===== config.mk =====
export PLATFORM = sky130hd
export DESIGN_NAME = tpg_timing_ctrl_flat
export DESIGN_NICKNAME = d
export VERILOG_FILES = /design/src/rtl/tpg_pkg.sv /design/src/rtl/tpg_timing_ctrl_if.sv /design/src/rtl/tpg_cfg_check.sv /design/src/rtl/tpg_timing_ctrl.sv /design/src/flat_wrapper.sv
export SDC_FILE = /design/constraint.sdc
export NUM_CORES = 1
export LEC_CHECK = 0
export BUFFER_PORTS_ARGS = -buffer_cell sky130_fd_sc_hd__buf_4
export CORE_MARGIN = 8
export CORE_UTILIZATION = 30
export CTS_CLUSTER_SIZE = 20
export DETAILED_ROUTE_END_ITERATION = 8
export MAX_ROUTING_LAYER = met4
export PLACE_DENSITY = 0.43
export REMOVE_ABC_BUFFERS = 1
export SLEW_MARGIN = 0
export SYNTH_ARGS = -nofsm -noshare
export SYNTH_HDL_FRONTEND = slang
export SYNTH_SLANG_ARGS = --single-unit

===== constraint.sdc =====
create_clock -name clk -period 5.78 [get_ports clk]
set_input_delay 1.156 -clock clk [delete_from_list [all_inputs] [get_ports clk]]
set_output_delay 1.156 -clock clk [all_outputs]
set_load 0.05 [all_outputs]

===== src/rtl/tpg_pkg.sv =====
// Shared constants for the test-pattern timing controller.
// Covers the config address map, timing-set slot indices and FSM states.
package tpg_pkg;

    localparam logic [3:0] ADDR_HS_START   = 4'd0;
    localparam logic [3:0] ADDR_HS_END     = 4'd1;
    localparam logic [3:0] ADDR_HACT_START = 4'd2;
    localparam logic [3:0] ADDR_HACT_END   = 4'd3;
    localparam logic [3:0] ADDR_H_END      = 4'd4;
    localparam logic [3:0] ADDR_VS_START   = 4'd5;
    localparam logic [3:0] ADDR_VS_END     = 4'd6;
    localparam logic [3:0] ADDR_VACT_START = 4'd7;
    localparam logic [3:0] ADDR_VACT_END   = 4'd8;
    localparam logic [3:0] ADDR_V_END      = 4'd9;

    // Slot order inside a horizontal or vertical timing set.
    localparam int IDX_SYNC_START = 0;
    localparam int IDX_SYNC_END   = 1;
    localparam int IDX_ACT_START  = 2;
    localparam int IDX_ACT_END    = 3;
    localparam int IDX_END        = 4;

    typedef enum logic [1:0] {
        ST_IDLE     = 2'd0,
        ST_RUN      = 2'd1,
        ST_STOPPING = 2'd2
    } state_t;

endpackage


===== src/rtl/tpg_timing_ctrl_if.sv =====
// Configuration write bus of the timing controller.
// The master side writes staging registers and pulses commit.
interface tpg_timing_ctrl_if;
    logic        cfg_we;
    logic [3:0]  cfg_addr;
    logic [15:0] cfg_wdata;
    logic        cfg_commit;

    modport master (output cfg_we, output cfg_addr, output cfg_wdata, output cfg_commit);
    modport slave  (input  cfg_we, input  cfg_addr, input  cfg_wdata, input  cfg_commit);
endinterface


===== src/rtl/tpg_cfg_check.sv =====
// Combinational sanity check of a staged timing set.
// Windows must be non-empty and must end inside the line or frame.
module tpg_cfg_check
    import tpg_pkg::*;
#(
    parameter int H_BITS = 12,
    parameter int V_BITS = 12
) (
    input  logic [4:0][H_BITS-1:0] h_set,
    input  logic [4:0][V_BITS-1:0] v_set,
    output logic                   ok
);

    logic h_ok;
    logic v_ok;

    always_comb begin
        h_ok = (h_set[IDX_SYNC_START] < h_set[IDX_SYNC_END])
            && (h_set[IDX_SYNC_END]   <= h_set[IDX_END])
            && (h_set[IDX_ACT_START]  < h_set[IDX_ACT_END])
            && (h_set[IDX_ACT_END]    <= h_set[IDX_END])
            && (h_set[IDX_END] != '0);
        v_ok = (v_set[IDX_SYNC_START] < v_set[IDX_SYNC_END])
            && (v_set[IDX_SYNC_END]   <= v_set[IDX_END])
            && (v_set[IDX_ACT_START]  < v_set[IDX_ACT_END])
            && (v_set[IDX_ACT_END]    <= v_set[IDX_END])
            && (v_set[IDX_END] != '0);
    end

    assign ok = h_ok && v_ok;

endmodule


===== src/rtl/tpg_timing_ctrl.sv =====
// Raster timing controller: staged/pending/active timing sets, run FSM,
// pixel counters and registered sync/enable strobes aligned with the counters.
module tpg_timing_ctrl
    import tpg_pkg::*;
#(
    parameter int H_BITS = 12,
    parameter int V_BITS = 12
) (
    input  logic              clk,
    input  logic              rst_n,
    tpg_timing_ctrl_if.slave  cfg,
    input  logic              start,
    input  logic              stop,
    output logic [H_BITS-1:0] tHS_START,
    output logic [H_BITS-1:0] tHS_END,
    output logic [H_BITS-1:0] tHACT_START,
    output logic [H_BITS-1:0] tHACT_END,
    output logic [H_BITS-1:0] tH_END,
    output logic [V_BITS-1:0] tVS_START,
    output logic [V_BITS-1:0] tVS_END,
    output logic [V_BITS-1:0] tVACT_START,
    output logic [V_BITS-1:0] tVACT_END,
    output logic [V_BITS-1:0] tV_END,
    output logic [H_BITS-1:0] h_cnt,
    output logic [V_BITS-1:0] v_cnt,
    output logic              hs,
    output logic              vs,
    output logic              de,
    output logic              sof,
    output logic              busy,
    output logic              pend,
    output logic              cfg_err
);

    logic [4:0][H_BITS-1:0] stg_h, pnd_h, act_h, act_h_nxt;
    logic [4:0][V_BITS-1:0] stg_v, pnd_v, act_v, act_v_nxt;
    logic [H_BITS-1:0]      wdata_h, h_nxt;
    logic [V_BITS-1:0]      wdata_v, v_nxt;
    logic                   applied, cfg_ok, wrap, apply, run_nxt;
    logic                   hs_nxt, vs_nxt, hact_nxt, vact_nxt, unused_wdata;
    state_t                 state, state_nxt;

    assign wdata_h      = cfg.cfg_wdata[H_BITS-1:0];
    assign wdata_v      = cfg.cfg_wdata[V_BITS-1:0];
    assign unused_wdata = ^cfg.cfg_wdata;

    tpg_cfg_check #(.H_BITS(H_BITS), .V_BITS(V_BITS)) u_cfg_check (
        .h_set (stg_h),
        .v_set (stg_v),
        .ok    (cfg_ok)
    );

    // Pending set moves to active while idle, or on the last pixel of a frame.
    assign wrap  = (state != ST_IDLE) && (h_cnt == act_h[IDX_END]) && (v_cnt == act_v[IDX_END]);
    assign apply = pend && ((state == ST_IDLE) || wrap);

    always_ff @(posedge clk or negedge rst_n) begin
        if (!rst_n) begin
            stg_h   <= '0;
            stg_v   <= '0;
            pnd_h   <= '0;
            pnd_v   <= '0;
            act_h   <= '0;
            act_v   <= '0;
            pend    <= 1'b0;
            cfg_err <= 1'b0;
            applied <= 1'b0;
        end else begin
            if (cfg.cfg_we) begin
                case (cfg.cfg_addr)
                    ADDR_HS_START:   stg_h[IDX_SYNC_START] <= wdata_h;
                    ADDR_HS_END:     stg_h[IDX_SYNC_END]   <= wdata_h;
                    ADDR_HACT_START: stg_h[IDX_ACT_START]  <= wdata_h;
                    ADDR_HACT_END:   stg_h[IDX_ACT_END]    <= wdata_h;
                    ADDR_H_END:      stg_h[IDX_END]        <= wdata_h;
                    ADDR_VS_START:   stg_v[IDX_SYNC_START] <= wdata_v;
                    ADDR_VS_END:     stg_v[IDX_SYNC_END]   <= wdata_v;
                    ADDR_VACT_START: stg_v[IDX_ACT_START]  <= wdata_v;
                    ADDR_VACT_END:   stg_v[IDX_ACT_END]    <= wdata_v;
                    ADDR_V_END:      stg_v[IDX_END]        <= wdata_v;
                    default: ;
                endcase
            end
            if (apply) begin
                act_h   <= pnd_h;
                act_v   <= pnd_v;
                applied <= 1'b1;
                pend    <= 1'b0;
            end
            // A commit landing on the apply cycle re-arms pend for the next wrap.
            if (cfg.cfg_commit) begin
                if (cfg_ok) begin
                    pnd_h   <= stg_h;
                    pnd_v   <= stg_v;
                    pend    <= 1'b1;
                    cfg_err <= 1'b0;
                end else begin
                    cfg_err <= 1'b1;
                end
            end
        end
    end

    always_comb begin
        state_nxt = state;
        case (state)
            ST_IDLE:     if (start && !stop && applied) state_nxt = ST_RUN;
            ST_RUN:      if (stop) state_nxt = ST_STOPPING;
            ST_STOPPING: if (start && !stop) state_nxt = ST_RUN;
                         else if (wrap) state_nxt = ST_IDLE;
            default:     state_nxt = ST_IDLE;
        endcase
    end

    always_comb begin
        act_h_nxt = apply ? pnd_h : act_h;
        act_v_nxt = apply ? pnd_v : act_v;
        run_nxt   = (state_nxt != ST_IDLE);
        h_nxt     = '0;
        v_nxt     = '0;
        if (run_nxt && (state != ST_IDLE)) begin
            if (h_cnt == act_h[IDX_END]) begin
                v_nxt = (v_cnt == act_v[IDX_END]) ? '0 : v_cnt + 1'b1;
            end else begin
                h_nxt = h_cnt + 1'b1;
                v_nxt = v_cnt;
            end
        end
        // Strobes are decoded from next-cycle position so they register in step with it.
        hs_nxt   = run_nxt && (act_h_nxt[IDX_SYNC_START] <= h_nxt) && (h_nxt < act_h_nxt[IDX_SYNC_END]);
        vs_nxt   = run_nxt && (act_v_nxt[IDX_SYNC_START] <= v_nxt) && (v_nxt < act_v_nxt[IDX_SYNC_END]);
        hact_nxt = run_nxt && (act_h_nxt[IDX_ACT_START]  <= h_nxt) && (h_nxt < act_h_nxt[IDX_ACT_END]);
        vact_nxt = run_nxt && (act_v_nxt[IDX_ACT_START]  <= v_nxt) && (v_nxt < act_v_nxt[IDX_ACT_END]);
    end

    always_ff @(posedge clk or negedge rst_n) begin
        if (!rst_n) begin
            state <= ST_IDLE;
            h_cnt <= '0;
            v_cnt <= '0;
            hs    <= 1'b0;
            vs    <= 1'b0;
            de    <= 1'b0;
            sof   <= 1'b0;
        end else begin
            state <= state_nxt;
            h_cnt <= h_nxt;
            v_cnt <= v_nxt;
            hs    <= hs_nxt;
            vs    <= vs_nxt;
            de    <= hact_nxt && vact_nxt;
            sof   <= run_nxt && (h_nxt == '0) && (v_nxt == '0);
        end
    end

    assign busy        = (state != ST_IDLE);
    assign tHS_START   = act_h[IDX_SYNC_START];
    assign tHS_END     = act_h[IDX_SYNC_END];
    assign tHACT_START = act_h[IDX_ACT_START];
    assign tHACT_END   = act_h[IDX_ACT_END];
    assign tH_END      = act_h[IDX_END];
    assign tVS_START   = act_v[IDX_SYNC_START];
    assign tVS_END     = act_v[IDX_SYNC_END];
    assign tVACT_START = act_v[IDX_ACT_START];
    assign tVACT_END   = act_v[IDX_ACT_END];
    assign tV_END      = act_v[IDX_END];

endmodule


===== src/flat_wrapper.sv =====
// flat-port wrapper written by rule: the top's interface ports become plain ports
module tpg_timing_ctrl_flat import tpg_pkg::*;
#(
    parameter int H_BITS = 12,
    parameter int V_BITS = 12
)
  (clk, rst_n, start, stop, tHS_START, tHS_END, tHACT_START, tHACT_END, tH_END, tVS_START, tVS_END, tVACT_START, tVACT_END, tV_END, h_cnt, v_cnt, hs, vs, de, sof, busy, pend, cfg_err, cfg_cfg_we, cfg_cfg_addr, cfg_cfg_wdata, cfg_cfg_commit);
  tpg_timing_ctrl_if cfg_i ();
  input  logic clk;
  input  logic rst_n;
  input  logic start;
  input  logic stop;
  output logic [H_BITS-1:0] tHS_START;
  output logic [H_BITS-1:0] tHS_END;
  output logic [H_BITS-1:0] tHACT_START;
  output logic [H_BITS-1:0] tHACT_END;
  output logic [H_BITS-1:0] tH_END;
  output logic [V_BITS-1:0] tVS_START;
  output logic [V_BITS-1:0] tVS_END;
  output logic [V_BITS-1:0] tVACT_START;
  output logic [V_BITS-1:0] tVACT_END;
  output logic [V_BITS-1:0] tV_END;
  output logic [H_BITS-1:0] h_cnt;
  output logic [V_BITS-1:0] v_cnt;
  output logic hs;
  output logic vs;
  output logic de;
  output logic sof;
  output logic busy;
  output logic pend;
  output logic cfg_err;
  input wire logic [$bits(cfg_i.cfg_we)-1:0] cfg_cfg_we;
  input wire logic [$bits(cfg_i.cfg_addr)-1:0] cfg_cfg_addr;
  input wire logic [$bits(cfg_i.cfg_wdata)-1:0] cfg_cfg_wdata;
  input wire logic [$bits(cfg_i.cfg_commit)-1:0] cfg_cfg_commit;
  assign cfg_i.cfg_we = cfg_cfg_we;
  assign cfg_i.cfg_addr = cfg_cfg_addr;
  assign cfg_i.cfg_wdata = cfg_cfg_wdata;
  assign cfg_i.cfg_commit = cfg_cfg_commit;
  tpg_timing_ctrl #(.H_BITS(H_BITS), .V_BITS(V_BITS)) u_core (.clk(clk), .rst_n(rst_n), .cfg(cfg_i), .start(start), .stop(stop), .tHS_START(tHS_START), .tHS_END(tHS_END), .tHACT_START(tHACT_START), .tHACT_END(tHACT_END), .tH_END(tH_END), .tVS_START(tVS_START), .tVS_END(tVS_END), .tVACT_START(tVACT_START), .tVACT_END(tVACT_END), .tV_END(tV_END), .h_cnt(h_cnt), .v_cnt(v_cnt), .hs(hs), .vs(vs), .de(de), .sof(sof), .busy(busy), .pend(pend), .cfg_err(cfg_err));
endmodule

==> results of run 1 <==
state kept, by name, summed over array words and instances, names as in the netlist, 2 cells and up:
name and flops:
u_core.v_cnt 12, u_core.tVS_START 12, u_core.tHS_START 12, u_core.tVACT_START 12
u_core.tVACT_END 12, u_core.pnd_h 60, u_core.tH_END 12, u_core.stg_v 60
u_core.h_cnt 12, u_core.tV_END 12, u_core.tVS_END 12, u_core.tHACT_START 12
u_core.tHACT_END 12, u_core.tHS_END 12, u_core.stg_h 60, u_core.pnd_v 60
u_core.state 2
per-layer routing:
layer / share of wire / vias up
met1: 0.48 / 6720
met3: 0.034 / 83
li1: - / 6224
met4: 0.027 / 0
met5: 0 / -
met2: 0.46 / 176
Yosys cell counts, drive strengths merged (18+ instances only):
| master | count |
|---|---|
| a21o | 35 |
| a21oi | 44 |
| buf | 25 |
| clkbuf | 33 |
| dfrtp | 393 |
| ha | 182 |
| inv | 157 |
| mux2 | 275 |
| mux2i | 55 |
| nand2 | 62 |
| nand2b | 19 |
| nand3 | 21 |
| nand4 | 46 |
| nor2 | 50 |
| nor2b | 20 |
| o21ai | 70 |
| xnor2 | 30 |
| xor2 | 18 |
kinds of logic after synthesis:
kind of cell	Yosys count
XOR/XNOR	48
adder cells (fa/ha/maj)	182
AND/OR/NAND/NOR	285
flip-flops	393
multiplexers	330
AO/OA/AOI/OAI	204
buffers and inverters	215
layout make-up:
| class | instances | area (um2) | share of cell area |
|---|---|---|---|
| sequential | 393 | 9830 | 0.415 |
| multi-input combinational | 1049 | 9170 | 0.387 |
| timing repair buffer | 194 | 1500 | 0.0634 |
| clock buffer | 79 | 1450 | 0.0611 |
| tap | 864 | 1080 | 0.0456 |
| inverter | 157 | 589 | 0.0249 |
| clock inverter | 5 | 75.1 | 0.00317 |
| antenna | 1 | 2.50 | 0.000106 |
power groups by stage:
stage | Clock [uW] | Combinational, uW | Sequential (uW)
floorplan | 0 | 2640 | 4920
global placement | 0 | 5210 | 4240
detailed placement | 0 | 5270 | 4250
CTS | 3050 | 5300 | 4210
global route | 3150 | 5730 | 4290
finish | 2940 | 5250 | 4180
worst paths after layout:
check / from / endpoint / slack, ns / cells past startpoint
min in group asynchronous: rst_n / u_core.pnd_h[13] / 0.58 / 1
worst max register to register: u_core.h_cnt[8] / u_core.hs / 0.65 / 16
worst min register to register: u_core.applied / u_core.applied / 0.48 / 1
max in group asynchronous: rst_n / u_core.vs / 3.87 / 2
worst max-delay path: u_core.h_cnt[8] / u_core.hs / 0.65 / 16
worst min-delay path: u_core.applied / u_core.applied / 0.48 / 1
critical path, stage by stage (launching register included):
cell and delay, ns:
dfrtp_1 0.48, xnor2_1 0.30, nand4_1 0.21, or3_1 0.57, o41ai_4 0.46, buf_12 0.26
buf_4 0.35, buf_4 0.45, mux2_2 0.40, ha_1 0.32, a21oi_1 0.16, nand2_1 0.06
o21ai_0 0.32, nor2_1 0.08, a211oi_1 0.24, a21oi_1 0.12, a31oi_1 0.19
per-stage QoR:
stage	TNS (ns)	hold WS [ns]	instances	setup WS, ns
finish	0	0.476	2742	0.651
detailed placement	0	0.448	2657	0.692
CTS	0	0.470	2741	0.659
floorplan	-255.04	0.434	1599	-2.92
global route	0	0.505	2741	0.339
global placement	0	0.457	2657	0.687
==> impl_summary.txt, run 1 <==
----------------------------------------------------
[Floorplan]
  Number of cell rows ... 94
  Area enclosed by the die boundary ... 74600 um2
  Area of the core region ... 65600 um2
  Initial core utilization ... 0.302
  Horiz. Die Dim ... 273 um
  Die Span Y ... 273 um
  Num ports ... 177

[Timing]
  Number of setup violations in the final report ... 0
  Final Critical Period ... 5.13 ns
  Unrepaired setup endpoints after global routing ... no
  Max transition margin ... 0.294
  Final hold viol count ... 0
  Worst Max-Slew Pin Slew ... 1.06 ns
  Setup skew after layout ... 0.0143 ns
  Max-slew violation count ... 0
  Ratio of final minimum period to clock period ... 0.887
  Max Freq ... 195 MHz

[Pwr]
  Switch Pwr ... 5040 uW
  Proportion of power drawn by combinational gates ... 0.425
  Switching Share ... 0.408
  Power density over cell area ... 522 nW/um2
  Leak pwr ... 0.0119 uW
  Part of the power in registers ... 0.338
  Int Power ... 7320 uW
  Overall power ... 12400 uW
  Clock group share of total power ... 0.238
  Worst vdd rail ir drop ... 214 uV

[CTS]
  Number of clock buffers inserted by TritonCTS ... 46
  Clock-pin slew on the worst setup and hold paths ... 0.06 ns
  CTS tree ... yes
  Clock sink total ... 393
  # resized after CTS ... 0
  Depth of the CTS H-tree ... 2
  Post-CTS Setup Repair Bufs ... 0
  Later-pin clock latency in the skew report ... 0.58 ns
  # hold bufs at CTS ... 0
  Clock buffer depth ... 3
  Master cell of the clock root buffer ... clkbuf_16

[Finish]
  Most common cell after layout, fill and taps aside ... dfrtp_1
  Post-layout net count ... 2049
  Final non-filler cell area ... 23700 um2
  Number of fillers in the final layout ... 6525
  Most frequent cells in the layout ... dfrtp_1 (393), mux2_2 (274), buf_4 (190)
  Share of cells above drive strength 1 ... 0.296
  Area growth from synthesis to layout ... 19.4%
  Utilization of the core after routing ... 0.361

[Yosys]
  Mapped Cells ... 1657
  Number of different library cells in the post-synthesis netlist ... 57
  Fraction of the mapped netlist area in compound gates ... 0.0652
  Yosys reg bits ... 393
  Xor/xnor cell area share of the yosys netlist ... 0.0216
  Largest family of logic cells by synthesized area ... multiplexers
  Area share of fa/ha/maj cells after synthesis ... 0.115
  Synthesis warning total ... 0
  Post-synthesis cell area ... 19800 um2
  Post-Synthesis Mean Instance Area ... 12.0 um2
  Synth top area share ... 0.495
  Share of synthesized registers carrying an async set or reset ... 1.00
  Cell accounting for the most synthesized area ... dfrtp_1
  Number of enable flip-flop cells after synthesis ... 0
  Fraction of synthesized area in multiplexers ... 0.184
  Fraction of the yosys area taken by sequential cells ... 0.495
  Cell types occupying the most area after synthesis ... dfrtp_1 (50%), mux2_2 (16%), ha_1 (11%)
  Dominant synthesized flop cell ... dfrtp_1
  Post-synthesis simple-gate area fraction ... 0.0756

[Drt]
  Routed wire length ... 61300 um
  Post-detailed-route DRC marker count ... 0
  Number of nets still failing antenna checks after routing ... 0
  DRT Pass-1 Iters ... 4
  Via Count ... 13203
  DRC marker count from the first detailed-route iteration ... 689
  Vias per std cell ... 4.82
  Average detailed-routed wire length per instance ... 22.4 um

[Placement]
  Global placement routability congestion ... 0.860
  Placed wire-length estimate after detailed placement ... 46900 um
  Port Buffer Count ... 172
  Placed instance area ... 22200 um2

[Min path]
  Worst hold-check path type ... register to register

[GRT]
  Global-route wire length before repair ... 91800 um
  Total overflow reported by the global router ... 0
  GRT busiest layer ... met2
  Initial antenna violation count ... 0
  Met2 layer usage reported by global route ... 0.258
  Global-route usage over all layers ... 0.168
  Via count of the first global-routing pass ... 13749
  Met3 Usage GRT ... 0.0275
  Maximum number of pins on one net before global-route repair ... 141
  Global Route met1 Usage ... 0.228

[Setup path]
  Startpoint type of the worst setup path ... register
  Critical path start-end classification ... register to register
  Top fanout value on the critical path ... 25
  Arrival time worst endpoint ... 5.62 ns
  Kind of end point of the critical path ... register
  Required time of the critical path ... 6.27 ns

[Run status]
  Result of the run ... completed

[Run]
  Count of maximum capacitance violations ... 0

----------------------------------------------------
(Power assumes the default switching activity.)
==> inputs of run 2 (changes only) <==
--- a/config.mk
+++ b/config.mk
@@ -7,11 +7,11 @@
 export LEC_CHECK = 0
 export BUFFER_PORTS_ARGS = -buffer_cell sky130_fd_sc_hd__buf_4
 export CORE_MARGIN = 8
-export CORE_UTILIZATION = 30
+export CORE_UTILIZATION = 35
 export CTS_CLUSTER_SIZE = 20
 export DETAILED_ROUTE_END_ITERATION = 8
 export MAX_ROUTING_LAYER = met4
-export PLACE_DENSITY = 0.43
+export PLACE_DENSITY = 0.49
 export REMOVE_ABC_BUFFERS = 1
 export SLEW_MARGIN = 0
 export SYNTH_ARGS = -nofsm -noshare
==> impl_summary.txt, run 2 (synthesized netlist as in run 1, its figures left out) <==
----------------------------------------------------
[Placement]
  Placed instance area ... 22100 um2 (was 22200 um2)
  Post-place setup slack ... 0.763 ns (was 0.692 ns)
  Port Buffer Count ... 172 (unchanged)
  Placed wire-length estimate after detailed placement ... 44200 um (was 46900 um)
  Placed Cells ... 2549 (was 2657)
  Global placement routability congestion ... 0.873 (was 0.860)

[CTS]
  # hold bufs at CTS ... 0 (unchanged)
  Clock buffer depth ... 3 (unchanged)
  Depth of the CTS H-tree ... 2 (unchanged)
  CTS tree ... yes (unchanged)
  Clock sink total ... 393 (unchanged)
  Master cell of the clock root buffer ... clkbuf_16 (unchanged)
  Post-CTS Setup Repair Bufs ... 0 (unchanged)
  Later-pin clock latency in the skew report ... 0.57 ns (was 0.58 ns)
  Number of clock buffers inserted by TritonCTS ... 45 (was 46)
  Clock-pin slew on the worst setup and hold paths ... 0.06 ns (about the same)
  # resized after CTS ... 0 (unchanged)

[GRT]
  Total overflow reported by the global router ... 0 (unchanged)
  Global-route wire length before repair ... 87600 um (was 91800 um)
  Global-route usage over all layers ... 0.185 (was 0.168)
  Maximum number of pins on one net before global-route repair ... 115 (was 141)
  Via count of the first global-routing pass ... 13761 (was 13749)
  Initial antenna violation count ... 1 (was 0)

[Pwr]
  Proportion of power drawn by combinational gates ... 0.428 (was 0.425)
  Power density over cell area ... 519 nW/um2 (was 522 nW/um2)
  Worst vdd rail ir drop ... 203 uV (was 214 uV)
  Switch Pwr ... 4980 uW (was 5040 uW)
  Part of the power in registers ... 0.341 (was 0.338)
  Clock group share of total power ... 0.231 (was 0.238)
  Int Power ... 7230 uW (was 7320 uW)
  Leak pwr ... 0.0119 uW (about the same)
  Switching Share ... 0.408 (about the same)

[Timing]
  Worst Max-Slew Pin Slew ... 1.07 ns (was 1.06 ns)
  Setup tns final ... 0 ns (unchanged)
  Ratio of final minimum period to clock period ... 0.871 (was 0.887)
  Max-slew violation count ... 0 (unchanged)
  Max Freq ... 199 MHz (was 195 MHz)
  Number of setup violations in the final report ... 0 (unchanged)
  Post-layout worst setup margin ... 0.745 ns (was 0.651 ns)
  Final hold viol count ... 0 (unchanged)
  Setup skew after layout ... 0.0154 ns (was 0.0143 ns)
  Max transition margin ... 0.286 (was 0.294)
  Unrepaired setup endpoints after global routing ... no (unchanged)
  Final Critical Period ... 5.04 ns (was 5.13 ns)

[Setup path]
  Highest cell delay on the worst timing path ... 0.60 ns (was 0.57 ns)
  Required time of the critical path ... 6.24 ns (was 6.27 ns)
  Register-to-register path setup slack ... 0.74 ns (was 0.65 ns)
  Kind of end point of the critical path ... register (unchanged)
  Standard cell with the maximum stage delay on the critical path ... or3_1 (unchanged)
  Top fanout value on the critical path ... 40 (was 25)
  Critical path start-end classification ... register to register (unchanged)
  Startpoint type of the worst setup path ... register (unchanged)
  Arrival time worst endpoint ... 5.49 ns (was 5.62 ns)
  Ordered list of cells on the worst path ... xnor2_1, nand4_1, or3_1, o41ai_4, buf_12, buf_12, mux2_2, ha_1, nor2b_1, o21a_1, o21a_1, o221ai_1, mux2i_1, nor3_1, a2bb2oi_1, nor4_1 (was xnor2_1, nand4_1, or3_1, o41ai_4, buf_12, buf_4, buf_4, mux2_2, ha_1, a21oi_1, nand2_1, o21ai_0, nor2_1, a211oi_1, a21oi_1, a31oi_1)

[Floorplan]
  Area of the core region ... 56300 um2 (was 65600 um2)
  Die Span Y ... 254 um (was 273 um)
  Number of cell rows ... 87 (was 94)
  Initial core utilization ... 0.353 (was 0.302)
  Area enclosed by the die boundary ... 64600 um2 (was 74600 um2)
  Horiz. Die Dim ... 254 um (was 273 um)
  Num ports ... 177 (unchanged)

[Finish]
  Final non-filler cell area ... 23500 um2 (was 23700 um2)
  Utilization of the core after routing ... 0.418 (was 0.361)
  Share of cells above drive strength 1 ... 0.297 (was 0.296)
  Post-layout net count ... 2048 (was 2049)
  Most common cell after layout, fill and taps aside ... dfrtp_1 (unchanged)
  Multi-input gate area in the final layout ... 9160 um2 (was 9170 um2)
  Number of fillers in the final layout ... 5434 (was 6525)
  Area growth from synthesis to layout ... 18.4% (was 19.4%)
  Most frequent cells in the layout ... dfrtp_1 (393), mux2_2 (274), buf_4 (187) (was dfrtp_1 (393), mux2_2 (274), buf_4 (190))
  Combined flip-flop and latch cell area ... 9830 um2 (unchanged)
  Non-Filler Instances ... 2627 (was 2742)

[Drt]
  Vias per std cell ... 5.02 (was 4.82)
  Routed wire length ... 58100 um (was 61300 um)
  Number of nets still failing antenna checks after routing ... 0 (unchanged)
  Via Count ... 13196 (was 13203)
  Average detailed-routed wire length per instance ... 22.1 um (was 22.4 um)
  DRT Pass-1 Iters ... 5 (was 4)
  DRC marker count from the first detailed-route iteration ... 686 (was 689)
  Post-detailed-route DRC marker count ... 0 (unchanged)

[Run status]
  Result of the run ... completed (unchanged)

[Min path]
  Worst hold-check path type ... register to register (unchanged)

[Run]
  Count of maximum capacitance violations ... 0 (unchanged)

----------------------------------------------------
## run 2: layout make-up
type	count	share of cell area
antenna	1	0.000106
sequential	393	0.418
tap	756	0.0402
clock inverter	11	0.00554
inverter	157	0.0251
multi-input combinational	1049	0.390
clock buffer	66	0.0555
timing repair buffer	194	0.0655
## run 2: power by group through the flow
stage          logic [uW]  clock network [uW]  registers [uW]
2_1_floorplan        2640                   0            4920
3_3_place_gp         5150                   0            4210
3_5_place_dp         5240                   0            4230
4_1_cts              5260                2920            4190
5_1_grt              5710                3020            4270
6_report             5230                2820            4160
## run 2: per-layer routing
layer | vias up | track usage | share of wire
met5 | - | - | 0
met4 | 0 | 0.0603 | 0.029
met3 | 92 | 0.0303 | 0.042
met2 | 246 | 0.288 | 0.46
met1 | 6647 | 0.247 | 0.47
li1 | 6211 | - | -
## run 2: final timing paths
path / startpoint / endpoint / depth (start not counted)
max: u_core.h_cnt[9] / u_core.de / 16
min: u_core.applied / u_core.applied / 1
max reg2reg: u_core.h_cnt[9] / u_core.de / 16
min reg2reg: u_core.applied / u_core.applied / 1
max in group asynchronous: rst_n / u_core.pnd_v[41] / 2
min in group asynchronous: rst_n / u_core.pnd_h[13] / 1
## run 2: critical path: cells and delay by family, from the launching register on
family / cells / cell delay, ns
adder cells (fa/ha/maj): 1 / 0.30
AND/OR/NAND/NOR: 5 / 1.40
XOR/XNOR: 1 / 0.25
multiplexers: 2 / 0.53
buffers and inverters: 2 / 0.60
flip-flops: 1 / 0.50
AO/OA/AOI/OAI: 5 / 1.25
## run 2: stage by stage
stage	total power [uW]	hold WS, ns
after floorplan	7560	0.434
after global routing	13000	0.510
after global placement	9360	0.452
after CTS	12400	0.472
final	12200	0.473
after detailed placement	9470	0.451
==> inputs of run 3 (changes only) <==
==> constraint.sdc (replaced) <==
create_clock -name clk -period 6.34 [get_ports clk]
set_input_delay 1.268 -clock clk [delete_from_list [all_inputs] [get_ports clk]]
set_output_delay 1.268 -clock clk [all_outputs]
set_load 0.05 [all_outputs]
==> impl_summary.txt, run 3 (synthesized netlist as in run 1, its figures left out) <==
----------------------------------------------------
[Timing]
  Worst Max-Slew Pin Slew ... 1.04 ns (was 1.07 ns)
  Post-layout worst setup margin ... 1.27 ns (was 0.745 ns)
  Number of setup violations in the final report ... 0 (unchanged)
  Setup tns final ... 0 ns (unchanged)
  Setup skew after layout ... 0.0177 ns (was 0.0154 ns)
  Max-slew violation count ... 0 (unchanged)
  Ratio of final minimum period to clock period ... 0.800 (was 0.871)
  Final hold viol count ... 0 (unchanged)
  Max transition margin ... 0.304 (was 0.286)
  Unrepaired setup endpoints after global routing ... no (unchanged)
  Max Freq ... 197 MHz (was 199 MHz)
  Final Critical Period ... 5.07 ns (was 5.04 ns)

[Floorplan]
  Area enclosed by the die boundary ... 64600 um2 (unchanged)
  Horiz. Die Dim ... 254 um (unchanged)
  Area of the core region ... 56300 um2 (unchanged)
  Initial core utilization ... 0.353 (unchanged)
  Number of cell rows ... 87 (unchanged)
  Die Span Y ... 254 um (unchanged)
  Num ports ... 177 (unchanged)

[Pwr]
  Leak pwr ... 0.0119 uW (unchanged)
  Power density over cell area ... 478 nW/um2 (was 519 nW/um2)
  Worst vdd rail ir drop ... 201 uV (was 203 uV)
  Overall power ... 11300 uW (was 12200 uW)

[Setup path]
  Required time of the critical path ... 6.80 ns (was 6.24 ns)
  Reg-to-reg startpoint ... u_core.h_cnt[1] (was u_core.h_cnt[9])
  Arrival time worst endpoint ... 5.53 ns (was 5.49 ns)
  Top fanout value on the critical path ... 50 (was 40)
  Kind of end point of the critical path ... register (unchanged)
  Startpoint type of the worst setup path ... register (unchanged)
  Worst r2r path cells ... 15 (was 16)
  Beginning of the critical path ... u_core.h_cnt[1] (was u_core.h_cnt[9])
  Critical path start-end classification ... register to register (unchanged)

[CTS]
  Clock-pin slew on the worst setup and hold paths ... 0.06 ns (about the same)
  Number of clock buffers inserted by TritonCTS ... 45 (unchanged)
  Clock sink total ... 393 (unchanged)
  # resized after CTS ... 0 (unchanged)
  Later-pin clock latency in the skew report ... 0.58 ns (was 0.57 ns)
  CTS tree ... yes (unchanged)
  Depth of the CTS H-tree ... 2 (unchanged)
  Master cell of the clock root buffer ... clkbuf_16 (unchanged)
  # hold bufs at CTS ... 0 (unchanged)
  Post-CTS Setup Repair Bufs ... 0 (unchanged)
  Clock buffer depth ... 3 (unchanged)

[GRT]
  Via count of the first global-routing pass ... 13600 (was 13761)
  Global-route wire length before repair ... 87600 um (about the same)
  Global-route usage over all layers ... 0.185 (about the same)
  Maximum number of pins on one net before global-route repair ... 163 (was 115)
  Total overflow reported by the global router ... 0 (unchanged)
  Initial antenna violation count ... 0 (was 1)

[Run]
  Count of maximum capacitance violations ... 0 (unchanged)

[Placement]
  Global placement routability congestion ... 0.862 (was 0.873)
  Post-place setup slack ... 1.24 ns (was 0.763 ns)
  Placed wire-length estimate after detailed placement ... 43900 um (was 44200 um)
  Port Buffer Count ... 172 (unchanged)

[Drt]
  Number of nets still failing antenna checks after routing ... 0 (unchanged)
  Vias per std cell ... 5.00 (was 5.02)
  Post-detailed-route DRC marker count ... 0 (unchanged)
  Routed wire length ... 57700 um (was 58100 um)
  DRC marker count from the first detailed-route iteration ... 740 (was 686)
  Average detailed-routed wire length per instance ... 22.0 um (was 22.1 um)
  Via Count ... 13127 (was 13196)
  DRT Pass-1 Iters ... 5 (unchanged)

[Finish]
  Most common cell after layout, fill and taps aside ... dfrtp_1 (unchanged)
  Most frequent cells in the layout ... dfrtp_1 (393), mux2_2 (274), buf_4 (183) (was dfrtp_1 (393), mux2_2 (274), buf_4 (187))
  Share of cells above drive strength 1 ... 0.299 (was 0.297)
  Utilization of the core after routing ... 0.418 (about the same)
  Area growth from synthesis to layout ... 18.5% (was 18.4%)
  Antenna Cells ... 0 (was 1)
  Post-layout net count ... 2042 (was 2048)

[Min path]
  Worst hold-check path type ... register to register (unchanged)
  Origin of the worst min-delay path ... u_core.applied (unchanged)
  Number of cells on the worst hold path ... 1 (unchanged)

[Run status]
  Result of the run ... completed (unchanged)

----------------------------------------------------
==> run 3: cell type report <==
cell class                 count  area, um2
clock buffer                  60       1270
inverter                     157        589
multi-input combinational   1049       9160
clock inverter                23        254
tap                          756        946
sequential                   393       9830
timing repair buffer         188       1470
fill                        5396      32700
==> run 3: final timing paths <==
check	endpoint	slack, ns
worst max-delay path	u_core.de	1.27
worst min-delay path	u_core.applied	0.48
worst max register to register	u_core.de	1.27
worst min register to register	u_core.applied	0.48
max in group asynchronous	u_core.tV_END[10]	4.29
min in group asynchronous	u_core.tHS_START[0]	0.67
==> run 3: power breakdown <==
group          switching (uW)  total (uW)  internal, uW  leakage (uW)
Combinational            2940        4770          1830       0.00602
Clock                    1070        2680          1620      0.000751
Sequential                578        3800          3220       0.00513
==> run 3: critical path, stage by stage (launching register included) <==
cell and delay, ns:
dfrtp_1 0.47, xnor2_1 0.29, nand4_1 0.18, or3_1 0.59, o41ai_4 0.49, buf_12 0.36, mux2_2 0.40, ha_1 0.29
nor2b_1 0.13, o21ai_0 0.14, nand2b_1 0.07, a21oi_1 0.29, o21ai_0 0.17, a221oi_1 0.34, o2111ai_1 0.36, nor4_1 0.32
==> run 3: layer usage <==
layer / vias to the layer above / track usage / share of wire
li1: 6174 / - / -
met1: 6677 / 0.249 / 0.47
met2: 215 / 0.290 / 0.47
met3: 61 / 0.0326 / 0.040
met4: 0 / 0.0399 / 0.018
met5: - / - / 0
==> run 3: metrics by stage <==
step	std cells	cell area, um2	hold slack, ns
finish	2626	23500	0.475
global route	2626	23500	0.485
CTS	2626	23500	0.472
detailed placement	2543	22000	0.450
global placement	2543	22000	0.452
floorplan	1599	19600	0.434
